## src/rtl/fetch_pkg.sv

```systemverilog
// Shared types and defaults for the instruction fetch unit.
// Optional fetch timeout is enabled by defining FETCH_TIMEOUT_EN.
package fetch_pkg;

  localparam int ADDR_W_DEF = 32;
  localparam int DATA_W_DEF = 32;
  localparam logic [31:0] NOP_INST_DEF = 32'h0000_0000;

  typedef enum logic [1:0] {
    IDLE  = 2'd0,
    REQ   = 2'd1,
    DRAIN = 2'd2,
    HOLD  = 2'd3
  } fetch_state_e;

endpackage

```

## src/rtl/inst_fetch_unit_if.sv

```systemverilog
// Fetch unit bus: PC input, instruction-memory request/ack, decode valid/ready.
// Handshakes: IMemReq/IMemAddr stay stable until a cycle with IMemAck=1; Inst/InstPC stay stable while InstValid=1 and InstReady=0, transfer on InstValid&&InstReady.
interface inst_fetch_unit_if #(
  parameter int ADDR_W = 32,
  parameter int DATA_W = 32
) ();
  import fetch_pkg::*;

  logic              Run;
  logic [ADDR_W-1:0] PC;
  logic              Flush;
  logic              IMemReq;
  logic [ADDR_W-1:0] IMemAddr;
  logic              IMemAck;
  logic [DATA_W-1:0] IMemData;
  logic [DATA_W-1:0] Inst;
  logic [ADDR_W-1:0] InstPC;
  logic              InstValid;
  logic              InstReady;
  logic              PCEn;
  logic              Fault;
  fetch_state_e      State;

  modport master (
    input  Run, PC, Flush, IMemAck, IMemData, InstReady,
    output IMemReq, IMemAddr, Inst, InstPC, InstValid, PCEn, Fault, State
  );

  modport slave (
    output Run, PC, Flush, IMemAck, IMemData, InstReady,
    input  IMemReq, IMemAddr, Inst, InstPC, InstValid, PCEn, Fault, State
  );
endinterface

```

## src/rtl/fetch_timeout_ctr.sv

```systemverilog
// Counts cycles spent waiting for an instruction-memory ack; o_tc flags the
// cycle in which the wait reaches TIMEOUT_CYCLES. Used only with FETCH_TIMEOUT_EN.
module fetch_timeout_ctr #(
  parameter int TIMEOUT_CYCLES = 16
) (
  input  logic i_clk,
  input  logic i_rst,
  input  logic i_clear,
  input  logic i_inc,
  output logic o_tc
);
  localparam int CNT_W = $clog2(TIMEOUT_CYCLES + 1);

  logic [CNT_W-1:0] r_count;

  always_ff @(posedge i_clk) begin
    if (i_rst || i_clear) begin
      r_count <= '0;
    end else if (i_inc) begin
      r_count <= r_count + CNT_W'(1);
    end
  end

  // Fires on the wait cycle that would bring the count to TIMEOUT_CYCLES.
  assign o_tc = i_inc && (r_count == CNT_W'(TIMEOUT_CYCLES - 1));
endmodule

```

## src/rtl/inst_fetch_unit.sv

```systemverilog
// Instruction fetch unit: samples PC, reads instruction memory with req/ack,
// holds the word for decode and pulses PCEn on acceptance. Macro: FETCH_TIMEOUT_EN.
module inst_fetch_unit
  import fetch_pkg::*;
#(
  parameter int                ADDR_W         = ADDR_W_DEF,
  parameter int                DATA_W         = DATA_W_DEF,
  parameter logic [DATA_W-1:0] NOP_INST       = DATA_W'(NOP_INST_DEF),
  parameter int                TIMEOUT_CYCLES = 16
) (
  input logic           Clk,
  input logic           Clr,
  inst_fetch_unit_if.master bus
);

  fetch_state_e      r_state;
  logic              r_req;
  logic [ADDR_W-1:0] r_addr;
  logic [DATA_W-1:0] r_inst;
  logic [ADDR_W-1:0] r_inst_pc;
  logic              r_valid;
  logic              r_pcen;
  logic              r_fault;

  logic w_start;
  logic w_waiting;
  logic w_timeout;

  assign w_start   = (r_state == IDLE) && bus.Run && !bus.Flush && !r_fault;
  assign w_waiting = ((r_state == REQ) || (r_state == DRAIN)) && !bus.IMemAck;

`ifdef FETCH_TIMEOUT_EN
  fetch_timeout_ctr #(
    .TIMEOUT_CYCLES(TIMEOUT_CYCLES)
  ) u_timeout (
    .i_clk   (Clk),
    .i_rst   (Clr),
    .i_clear (w_start),
    .i_inc   (w_waiting),
    .o_tc    (w_timeout)
  );
`else
  // No counter: waits on the ack are unbounded and Fault never sets.
  assign w_timeout = 1'b0 & w_waiting & (TIMEOUT_CYCLES == 0);
`endif

  always_ff @(posedge Clk) begin
    if (Clr) begin
      r_state   <= IDLE;
      r_req     <= 1'b0;
      r_addr    <= '0;
      r_inst    <= NOP_INST;
      r_inst_pc <= '0;
      r_valid   <= 1'b0;
      r_pcen    <= 1'b0;
      r_fault   <= 1'b0;
    end else begin
      r_pcen <= 1'b0;
      case (r_state)
        IDLE: begin
          if (w_start) begin
            r_addr  <= bus.PC & ~(ADDR_W'(3));
            r_req   <= 1'b1;
            r_state <= REQ;
          end
        end
        REQ: begin
          if (w_timeout) begin
            r_fault <= 1'b1;
            r_req   <= 1'b0;
            r_valid <= 1'b0;
            r_state <= IDLE;
          end else if (bus.IMemAck) begin
            r_req <= 1'b0;
            if (bus.Flush) begin
              r_state <= IDLE;
            end else begin
              r_inst    <= bus.IMemData;
              r_inst_pc <= r_addr;
              r_valid   <= 1'b1;
              r_state   <= HOLD;
            end
          end else if (bus.Flush) begin
            r_state <= DRAIN;
          end
        end
        DRAIN: begin
          // The outstanding read must complete before the bus can be reused.
          if (w_timeout) begin
            r_fault <= 1'b1;
            r_req   <= 1'b0;
            r_valid <= 1'b0;
            r_state <= IDLE;
          end else if (bus.IMemAck) begin
            r_req   <= 1'b0;
            r_state <= IDLE;
          end
        end
        HOLD: begin
          if (bus.Flush) begin
            r_valid <= 1'b0;
            r_inst  <= NOP_INST;
            r_state <= IDLE;
          end else if (bus.InstReady) begin
            r_pcen  <= 1'b1;
            r_valid <= 1'b0;
            r_inst  <= NOP_INST;
            r_state <= IDLE;
          end
        end
        default: r_state <= IDLE;
      endcase
    end
  end

  assign bus.IMemReq   = r_req;
  assign bus.IMemAddr  = r_addr;
  assign bus.Inst      = r_inst;
  assign bus.InstPC    = r_inst_pc;
  assign bus.InstValid = r_valid;
  assign bus.PCEn      = r_pcen;
  assign bus.Fault     = r_fault;
  assign bus.State     = r_state;
endmodule

```

## src/flat_wrapper.sv

```systemverilog
// flat-port wrapper written by rule: the top's interface ports become plain ports
module inst_fetch_unit_flat import fetch_pkg::*;
#(
  parameter int                ADDR_W         = ADDR_W_DEF,
  parameter int                DATA_W         = DATA_W_DEF,
  parameter logic [DATA_W-1:0] NOP_INST       = DATA_W'(NOP_INST_DEF),
  parameter int                TIMEOUT_CYCLES = 16
)
  (Clk, Clr, bus_Run, bus_PC, bus_Flush, bus_IMemAck, bus_IMemData, bus_InstReady, bus_IMemReq, bus_IMemAddr, bus_Inst, bus_InstPC, bus_InstValid, bus_PCEn, bus_Fault, bus_State);
  inst_fetch_unit_if #(.ADDR_W(ADDR_W), .DATA_W(DATA_W)) bus_i ();
  input logic Clk;
  input logic Clr;
  input wire logic [$bits(bus_i.Run)-1:0] bus_Run;
  input wire logic [$bits(bus_i.PC)-1:0] bus_PC;
  input wire logic [$bits(bus_i.Flush)-1:0] bus_Flush;
  input wire logic [$bits(bus_i.IMemAck)-1:0] bus_IMemAck;
  input wire logic [$bits(bus_i.IMemData)-1:0] bus_IMemData;
  input wire logic [$bits(bus_i.InstReady)-1:0] bus_InstReady;
  output wire logic [$bits(bus_i.IMemReq)-1:0] bus_IMemReq;
  output wire logic [$bits(bus_i.IMemAddr)-1:0] bus_IMemAddr;
  output wire logic [$bits(bus_i.Inst)-1:0] bus_Inst;
  output wire logic [$bits(bus_i.InstPC)-1:0] bus_InstPC;
  output wire logic [$bits(bus_i.InstValid)-1:0] bus_InstValid;
  output wire logic [$bits(bus_i.PCEn)-1:0] bus_PCEn;
  output wire logic [$bits(bus_i.Fault)-1:0] bus_Fault;
  output wire logic [$bits(bus_i.State)-1:0] bus_State;
  assign bus_i.Run = bus_Run;
  assign bus_i.PC = bus_PC;
  assign bus_i.Flush = bus_Flush;
  assign bus_i.IMemAck = bus_IMemAck;
  assign bus_i.IMemData = bus_IMemData;
  assign bus_i.InstReady = bus_InstReady;
  assign bus_IMemReq = bus_i.IMemReq;
  assign bus_IMemAddr = bus_i.IMemAddr;
  assign bus_Inst = bus_i.Inst;
  assign bus_InstPC = bus_i.InstPC;
  assign bus_InstValid = bus_i.InstValid;
  assign bus_PCEn = bus_i.PCEn;
  assign bus_Fault = bus_i.Fault;
  assign bus_State = bus_i.State;
  inst_fetch_unit #(.ADDR_W(ADDR_W), .DATA_W(DATA_W), .NOP_INST(NOP_INST), .TIMEOUT_CYCLES(TIMEOUT_CYCLES)) u_core (.Clk(Clk), .Clr(Clr), .bus(bus_i));
endmodule
```

## config.mk

```make
export PLATFORM = sky130hd
export DESIGN_NAME = inst_fetch_unit_flat
export DESIGN_NICKNAME = d
export VERILOG_FILES = /design/src/rtl/fetch_pkg.sv /design/src/rtl/inst_fetch_unit_if.sv /design/src/rtl/fetch_timeout_ctr.sv /design/src/rtl/inst_fetch_unit.sv /design/src/flat_wrapper.sv
export SDC_FILE = /design/constraint.sdc
export NUM_CORES = 1
export LEC_CHECK = 0
export ABC_CLOCK_PERIOD_IN_PS = 1800
export CAP_MARGIN = 20
export CORE_ASPECT_RATIO = 0.5
export CORE_UTILIZATION = 55
export CTS_BUF_LIST = sky130_fd_sc_hd__clkbuf_8
export DETAILED_ROUTE_END_ITERATION = 8
export DONT_BUFFER_PORTS = 1
export PLACE_DENSITY = 0.73
export SLEW_MARGIN = 20
export SYNTH_ARGS = -nofsm -noshare
export SYNTH_HDL_FRONTEND = slang
export SYNTH_HIERARCHICAL = 1
export SYNTH_SLANG_ARGS = --single-unit
```

## constraint.sdc

```tcl
create_clock -name Clk -period 1.8 [get_ports Clk]
set_clock_uncertainty 0.15 [all_clocks]
set_input_delay 0.27 -clock Clk [delete_from_list [all_inputs] [get_ports Clk]]
set_output_delay 0.27 -clock Clk [all_outputs]
set_load 0.01 [all_outputs]
```

# Yosys cells after proc, flatten, opt, wreduce, memory -nomap -nowiden
# Cells that the tools add are included.
[totals]
register_bits = 97
in_bits = 70
output_inout_bits = 102
wordCells = 54
[op_classes]
n_eq_ne = 10
n_mux = 22
n_bitwise = 2
n_reduce_logical = 13
[ops]
columns = ["op", "n"]
rows = [
  ["32-bit two-way mux", 4],
  ["32-bit one-hot mux with 2 select lines", 1],
  ["2-bit two-way mux", 7],
  ["2-bit one-hot mux with 4 select lines", 1],
  ["4-bit AND reduction", 2],
  ["1-bit two-way mux", 7],
  ["2-bit != test (second input constant)", 3],
  ["3-bit != test (second input constant)", 2],
  ["3-bit AND reduction", 2],
  ["2-bit == test (second input constant)", 2],
  ["2-bit by 1-bit != test with 1-bit output (second input constant)", 2],
  ["1-bit one-hot mux with 2 select lines", 2],
  ["2-bit nonzero test", 2],
  ["3-bit OR reduction", 1],
  ["2-bit by 1-bit == test with 1-bit output (second input constant)", 1],
  ["1-bit logical AND", 2],
  ["2-bit logical NOT", 1],
  ["1-bit NOT", 2],
  ["2-bit AND reduction", 1],
  ["2-bit OR reduction", 1],
  ["1-bit logical NOT", 1],
]

# Longest topological paths before layout
# Gate-level depths: netlist of run 1.
[logic_depth]
ltp_word = 5
ltp_mapped = 8
mapped_depth_nobuf = 6

# Least setup slack after synthesis of run 1
# OpenSTA, ideal clock, no wires.
[synth_timing]
path_kind = "reg-to-reg"
start = "register u_core.r_state[1], in the netlist u_core/bus.State[1]"
end = "register u_core.r_inst[0], in the netlist u_core/bus.Inst[0]"
setup_time_ns = 0.059
t_arrival_ns = 1.543
required_time_ns = 1.591
slack_ns = 0.049
stages_incl_launch_ff = 9
n_path_buf = 2
period_less_slack_ns = 1.751
path_cell_list = "dfxtp_1 > inv_1 > ha_1 > inv_1 > or2_1 > buf_2 > nor3_4 > buf_6 > a22o_1"
[synth_between]
elab_chain_cells = 3
elab_cells_between_ends = 8
classes_between = "5 x eq/ne; 1 x mux; 2 x reduce/logical"
[synth_rtl]
columns = ["item", "line", "source"]
rows = [
  ["start: declaration", "inst_fetch_unit.sv:16", "fetch_state_e r_state;"],
  ["start signal: assignment", "inst_fetch_unit.sv:49", "r_state <= IDLE;"],
  ["start signal: assignment", "inst_fetch_unit.sv:64", "r_state <= REQ;"],
  ["start signal: assignment", "inst_fetch_unit.sv:72", "r_state <= IDLE;"],
  ["2-bit == test / 2-bit by 1-bit == test with 1-bit output (equally long branches)", "n/a", ""],
  ["3-bit != test (no line), or another cell as far along", "n/a", ""],
  ["4-bit AND reduction (no line)", "n/a", ""],
  ["end signal: assignment", "inst_fetch_unit.sv:78", "r_inst <= bus.IMemData;"],
  ["end: declaration", "inst_fetch_unit.sv:19", "logic [DATA_W-1:0] r_inst;"],
]
# Parallel ways exist; a longest one is shown, timed or not.
# A chain may end at the register's enable or synchronous reset.

# Worst setup path after layout of run 1
[layout_timing]
start = "register u_core.r_state[1], in the netlist u_core/bus.State[1]"
end = "register u_core.r_inst[28], in the netlist u_core/bus.Inst[28]"
# Same word-level chain as after synthesis.

==> results.tsv, run 1 <==
metric	value	unit
run status	complete, no violations	
CTS tree	done	
IO buf count	0	
r2r startpoint	u_core/bus.State[1]	
initial core utilization	59.77	%
R2R cell count	8	
most frequent cells in the layout	nand2_1, dfxtp_1, dlygate4sd3_1, a21oi_1, a22o_1	
Area Overhead vs Synth	33.07	%
total clock buffers created by CTS	9	
first-pass GRT wire length	14.44	mm
Final setup violation count	0	
First-pass DRT Iterations	5	
Hold Violations, Final	0	
Max Freq	569.2	MHz
Synth cell types	28	
DP Cell Count	451	
Post-DP Area	0.003507	sq mm
Ports	172	
reg2reg end	u_core/bus.Inst[28]	
uppermost layer routed	met4	
core area	0.005729	sq mm
CP peak stage delay	370	ps
Crit-path slowest cell	dfxtp_4	
DR WL met2	4.722	mm
CTS Sinks	97	
CP dominant cell by count	inv_2	
register area share after synthesis	56.70	%
M1 wire length	3.712	mm
Max Cap Viol	0	
hold endpoint	u_core/bus.IMemReq	
WL/cell	17.49	um
register area	0.001947	sq mm
yosys warns	6	
routability cong.	0.8181	
critical path required time	1940	ps
CP Data Arrival Time	1900	ps
Clk Latency, worst-skew pair	350	ps
clock root buffer	clkbuf_8	
fraction of the cycle the final worst path needs	97.60	%
routed wire length	9.427	mm
leakage power	0.001695	uW
Seq cells post-synth	97	
CP Max Fanout	8	
worst hold margin	44.64	ps
Multi-input gate area	0.001340	sq mm
power consumption	4881	uW
GRT Residual Overflow	0	
ANT cells	0	
drc violations	0	
clock buffer depth	2	
number of global-route vias before repair	2865	
startpoint types	flop	
Die Height	57.80	um
GRT Total Usage	28.90	%
Core Util, Final	79.54	%
H-tree Lvls	3	
ratio of cells with drive above 1 in the final layout	10.99	%
hold_sp	bus_IMemAck	
Die ar.	0.006565	sq mm
Post-Syn Area per Cell	8.988	sq um
CP cell instances	inv_2, ha_4, inv_2, or2_4, nor3_4, buf_6, clkbuf_16, a22o_1	
Die X	113.6	um
final instance area	0.004557	sq mm
FP Rows	19	
pin count of the biggest net entering global routing	67	
Hold Path Stages	3	
VDD IR-drop max	0.0009128	V
drt first-iter violations	221	
hpwl dp	5.243	mm
worst hold path class	primary input to flop	
critical path capture point type	flop	
fin cells	539	
WS Path Type	flop to flop	
initial antenna violation count	0	
R2R setup slack	40	ps
routed vias/inst	5.475	
Cell Area, Synth	0.003425	sq mm
clock slew at reported path FFs	90	ps
post-route ant nets	0	
met3 WL post-DR	883	um
most common cell after layout, fill and taps aside	nand2_1	
Power Dens Cells	1071	mW/mm^2
Post-Synthesis Cells	381	
fin crit period	1757	ps
Filler cells	340	
max-slew violation count	0	
Final Net Count	524	
vias	2951	
cell usage after synthesis:
master / number / share of area, %
nand2b_1: 3 / 0.55
buf_2: 10 / 1.5
o21bai_1: 2 / 0.44
inv_1: 4 / 0.44
nor3_1: 1 / 0.15
conb_1: 1 / 0.11
o2bb2ai_1: 1 / 0.26
nor3_4: 1 / 0.48
or2_1: 1 / 0.18
a211oi_1: 1 / 0.22
clkbuf_1: 14 / 1.5
buf_6: 3 / 0.99
nand2_1: 123 / 13
a22o_1: 32 / 8.2
o21ai_0: 2 / 0.29
buf_4: 5 / 1.1
or3_1: 1 / 0.18
mux2i_1: 1 / 0.29
and4bb_2: 1 / 0.37
dfxtp_1: 97 / 57
ha_1: 4 / 1.5
nor2_1: 1 / 0.11
a211o_1: 1 / 0.26
nor2b_1: 3 / 0.55
and2_1: 1 / 0.18
a21oi_1: 65 / 9.5
nand2b_4: 1 / 0.40
o21ai_1: 1 / 0.15
worst max-delay path by stage:
stage	start	endpoint	cells past startpoint
floorplan	u_core/bus.State[1]	u_core/bus.Inst[0]	8
finish	u_core/bus.State[1]	u_core/bus.Inst[28]	8
CTS	u_core/bus.State[1]	u_core/bus.Inst[20]	8
global placement	u_core/bus.State[1]	u_core/bus.Inst[16]	7
global route	u_core/bus.State[0]	u_core/bus.State[0]	5
detailed placement	u_core/bus.State[1]	u_core/bus.Inst[20]	7
metal layers:
metal	global-route usage, %	vias to the layer above
li1	-	1402
met1	32.58	1381
met2	50.96	155
met3	11.40	13
met4	9.774	0
met5	0	-
timing repair:
action,4_1_cts,5_1_grt
pin swaps,1,1
endpoints found under the setup margin,7,33
cloned,1,2
endpoints found under the hold margin,97,0
setup buffers,2,1
gates resized for setup,5,7
hold buffers,66,0
critical path: cells and delay by family, from the launching register on:
kind                       cells  cell delay, ps
buffers and inverters          4             460
and+or+nand+nor                2             440
AOI/OAI and AO/OA              1             150
adders and majority gates      1             130
DFF                            1             370
power breakdown:
group	internal, uW	switching [uW]	total [uW]
Clock	868	723	1590
Combinational	396	432	828
Sequential	2280	181	2460
Total	3550	1340	4880
logic make-up after synthesis:
family | count (synthesis) | synth area share (%)
compound gates | 105 | 19.29
flops | 97 | 56.70
mux | 1 | 0.2923
fa+ha+maj | 4 | 1.462
other cells | 1 | 0.1095
buf+inv | 36 | 5.517
simple gates | 137 | 16.62
registers in the layout (all words and copies together), names as in the netlist:
register,cells
u_core/bus.IMemReq,1
u_core/bus.InstPC,30
u_core/bus.PCEn,1
u_core/bus.Inst,32
u_core/bus.IMemAddr,30
u_core/bus.InstValid,1
u_core/bus.State,2
cell type report:
class                           count  area share [%]
Sequential cell                    97           42.72
Clock buffer                       11           3.322
Tap cell                           84           2.306
Multi-Input combinational cell    252           29.41
Timing Repair Buffer               86           20.02
Inverter                            4          0.3295
Clock inverter                      5           1.895
per-stage QoR:
stage | TNS (ps) | worst slack, ps
2_1_floorplan | 0 | 48.70
3_3_place_gp | 0 | 75.53
3_5_place_dp | 0 | 14.47
4_1_cts | 0 | 20.13
5_1_grt | -23.06 | -20.00
6_report | 0 | 43.22
Note: power is estimated with default switching activity, not from simulation.
==> inputs of run 2 (changes only) <==
--- a/config.mk
+++ b/config.mk
@@ -6,15 +6,16 @@
 export NUM_CORES = 1
 export LEC_CHECK = 0
 export ABC_CLOCK_PERIOD_IN_PS = 1800
+export BUFFER_PORTS_ARGS = -buffer_cell sky130_fd_sc_hd__buf_2
 export CAP_MARGIN = 20
 export CORE_ASPECT_RATIO = 0.5
-export CORE_UTILIZATION = 55
+export CORE_UTILIZATION = 42
 export CTS_BUF_LIST = sky130_fd_sc_hd__clkbuf_8
 export DETAILED_ROUTE_END_ITERATION = 8
-export DONT_BUFFER_PORTS = 1
-export PLACE_DENSITY = 0.73
+export PLACE_DENSITY = 0.77
 export SLEW_MARGIN = 20
 export SYNTH_ARGS = -nofsm -noshare
 export SYNTH_HDL_FRONTEND = slang
 export SYNTH_HIERARCHICAL = 1
 export SYNTH_SLANG_ARGS = --single-unit
+export TNS_END_PERCENT = 50
==> results.tsv, run 2 (synthesized netlist as in run 1, its figures left out) <==
metric	value	unit	change
startpoint types	flop		unchanged
routed wire length	10.09	mm	was 9.427 mm
Power Dens Cells	914.9	mW/mm^2	was 1071 mW/mm^2
initial antenna violation count	0		unchanged
hpwl dp	5.858	mm	was 5.243 mm
hold_sp	bus_PC[19]		was bus_IMemAck
leakage power	0.002440	uW	was 0.001695 uW
WS Path Type	flop to flop		unchanged
post-route ant nets	0		unchanged
critical path capture point type	flop		unchanged
Hold Path Stages	3		unchanged
Die ar.	0.008541	sq mm	was 0.006565 sq mm
WL/cell	14.00	um	was 17.49 um
Die X	129.7	um	was 113.6 um
CP Max Fanout	8		unchanged
Clk Latency, worst-skew pair	370	ps	was 350 ps
Final setup violation count	16		was 0
Multi-input gate area	0.001330	sq mm	was 0.001340 sq mm
Area Overhead vs Synth	54.59	%	was 33.07%
hold endpoint	u_core/bus.IMemAddr[19]		was u_core/bus.IMemReq
IO buf count	164		was 0
Hold Violations, Final	0		unchanged
clock root buffer	clkbuf_8		unchanged
Max Cap Viol	0		unchanged
CP Data Arrival Time	1990	ps	was 1900 ps
max-slew violation count	0		unchanged
VDD IR-drop max	0.0004618	V	was 0.0009128 V
drc violations	0		unchanged
fraction of the cycle the final worst path needs	101.7	%	was 97.60%
routed vias/inst	4.857		was 5.475
clock buffer depth	2		unchanged
Filler cells	574		was 340
number of global-route vias before repair	3185		was 2865
Final Net Count	682		was 524
most frequent cells in the layout	buf_2, nand2_1, dfxtp_1, a21oi_1, dlygate4sd3_1		was nand2_1, dfxtp_1, dlygate4sd3_1, a21oi_1, a22o_1
failing checks	negative setup slack		
clock slew at reported path FFs	80	ps	was 90 ps
R2R setup slack	-30	ps	was 40 ps
Max Freq	546.4	MHz	was 569.2 MHz
Ports	172		unchanged
drt first-iter violations	207		was 221
R2R cell count	7		was 8
pin count of the biggest net entering global routing	33		was 67
reg2reg end	u_core/bus.Inst[10]		was u_core/bus.Inst[28]
GRT Residual Overflow	0		unchanged
total clock buffers created by CTS	9		unchanged
ANT cells	0		unchanged
worst hold margin	16.59	ps	was 44.64 ps
H-tree Lvls	3		unchanged
Final Worst Setup Slack	-30.08	ps	was 43.22 ps
RSZ-0062 raised after global routing	true		
FP Rows	22		was 19
initial core utilization	45.08	%	was 59.77%
critical path required time	1960	ps	was 1940 ps
GRT Total Usage	23.09	%	was 28.90%
register area	0.001944	sq mm	was 0.001947 sq mm
routability cong.	0.7691		was 0.8181
worst hold path class	primary input to flop		unchanged
ratio of cells with drive above 1 in the final layout	34.09	%	was 10.99%
fin crit period	1830	ps	was 1757 ps
First-pass DRT Iterations	4		was 5
Die Height	65.85	um	was 57.80 um
CTS Sinks	97		unchanged
run status	finished, violations left		was complete, no violations
pre-CTS setup slack	19.16	ps	was 14.47 ps
core area	0.007597	sq mm	was 0.005729 sq mm
first-pass GRT wire length	14.92	mm	was 14.44 mm
max FFs per register	32		unchanged
r2r startpoint	u_core/bus.State[1]		unchanged
most common cell after layout, fill and taps aside	buf_2		was nand2_1
CTS tree	done		unchanged
vias	3502		was 2951
## run 2: cell types whose count changed in the layout (fill, tap and decap cells not counted), sizes merged
cell | previous run | this run
dlygate4sd3 | 65 | 61
clkinvlp | 0 | 2
buf | 19 | 181
clkbuf | 13 | 12
bufinv | 2 | 1
## run 2: critical path: stages, from the launching register on
cell	delay (ps)
dfxtp_2	330
inv_2	80
ha_4	160
inv_4	40
or2_4	250
nor3_4	400
clkbuf_16	240
a22o_1	130
## run 2: where the power goes
part	total (uW)	internal (uW)	switching, uW
logic	1080	516	569
registers	2370	2280	91.3
clock network	1390	670	717
## run 2: routing by layer
layer  global-route usage [%]  part of all wire, %  wire (um)  vias up
met1                    25.06                   41       4154     1636
li1                         -                    -          -     1715
met5                        0                    0          0        -
met3                    6.715                  5.5        551       22
met4                    9.157                  2.3        231        0
met2                    42.78                   51       5156      129
## run 2: worst max-delay path by stage
stage / start / to / slack [ps] / cells past startpoint
after detailed placement: u_core/bus.State[1] / u_core/bus.InstPC[17] / 20 / 7
after CTS: u_core/bus.State[0] / u_core/bus.Inst[24] / 40 / 6
after floorplan: u_core/bus.State[1] / u_core/bus.Inst[0] / 50 / 8
after global placement: u_core/bus.State[1] / u_core/bus.InstPC[27] / 110 / 7
after global routing: u_core/bus.State[1] / u_core/bus.Inst[28] / -80 / 7
final: u_core/bus.State[1] / u_core/bus.Inst[10] / -30 / 7
## run 2: metrics by stage
stage,power (uW),util (%),setup TNS [ps],instances,instance area (sq um)
4_1_cts,4762,68.36,0,716,5194
3_3_place_gp,3273,57.69,0,639,4383
3_5_place_dp,3294,57.69,0,639,4383
6_report,4843,69.68,-249.1,721,5294
2_1_floorplan,2912,-,0,385,3440
5_1_grt,5087,69.68,-1515,721,5294
## run 2: what timing repair did
action,4_1_cts,5_1_grt
setup buffers,0,2
gates resized for setup,1,9
hold buffers,61,0
gates cloned,0,3
setup endpoints to repair,1,62
endpoints found under the hold margin,61,0
pin swaps,0,11
## run 2: area by class of cell
cell class                 count  share of cell area [%]
clock buffer                  10                   2.600
tap                          108                   2.553
inverter                       4                  0.3309
timing repair buffer         244                   31.55
clock inverter                 6                   1.111
multi-input combinational    252                   25.12
sequential                    97                   36.73
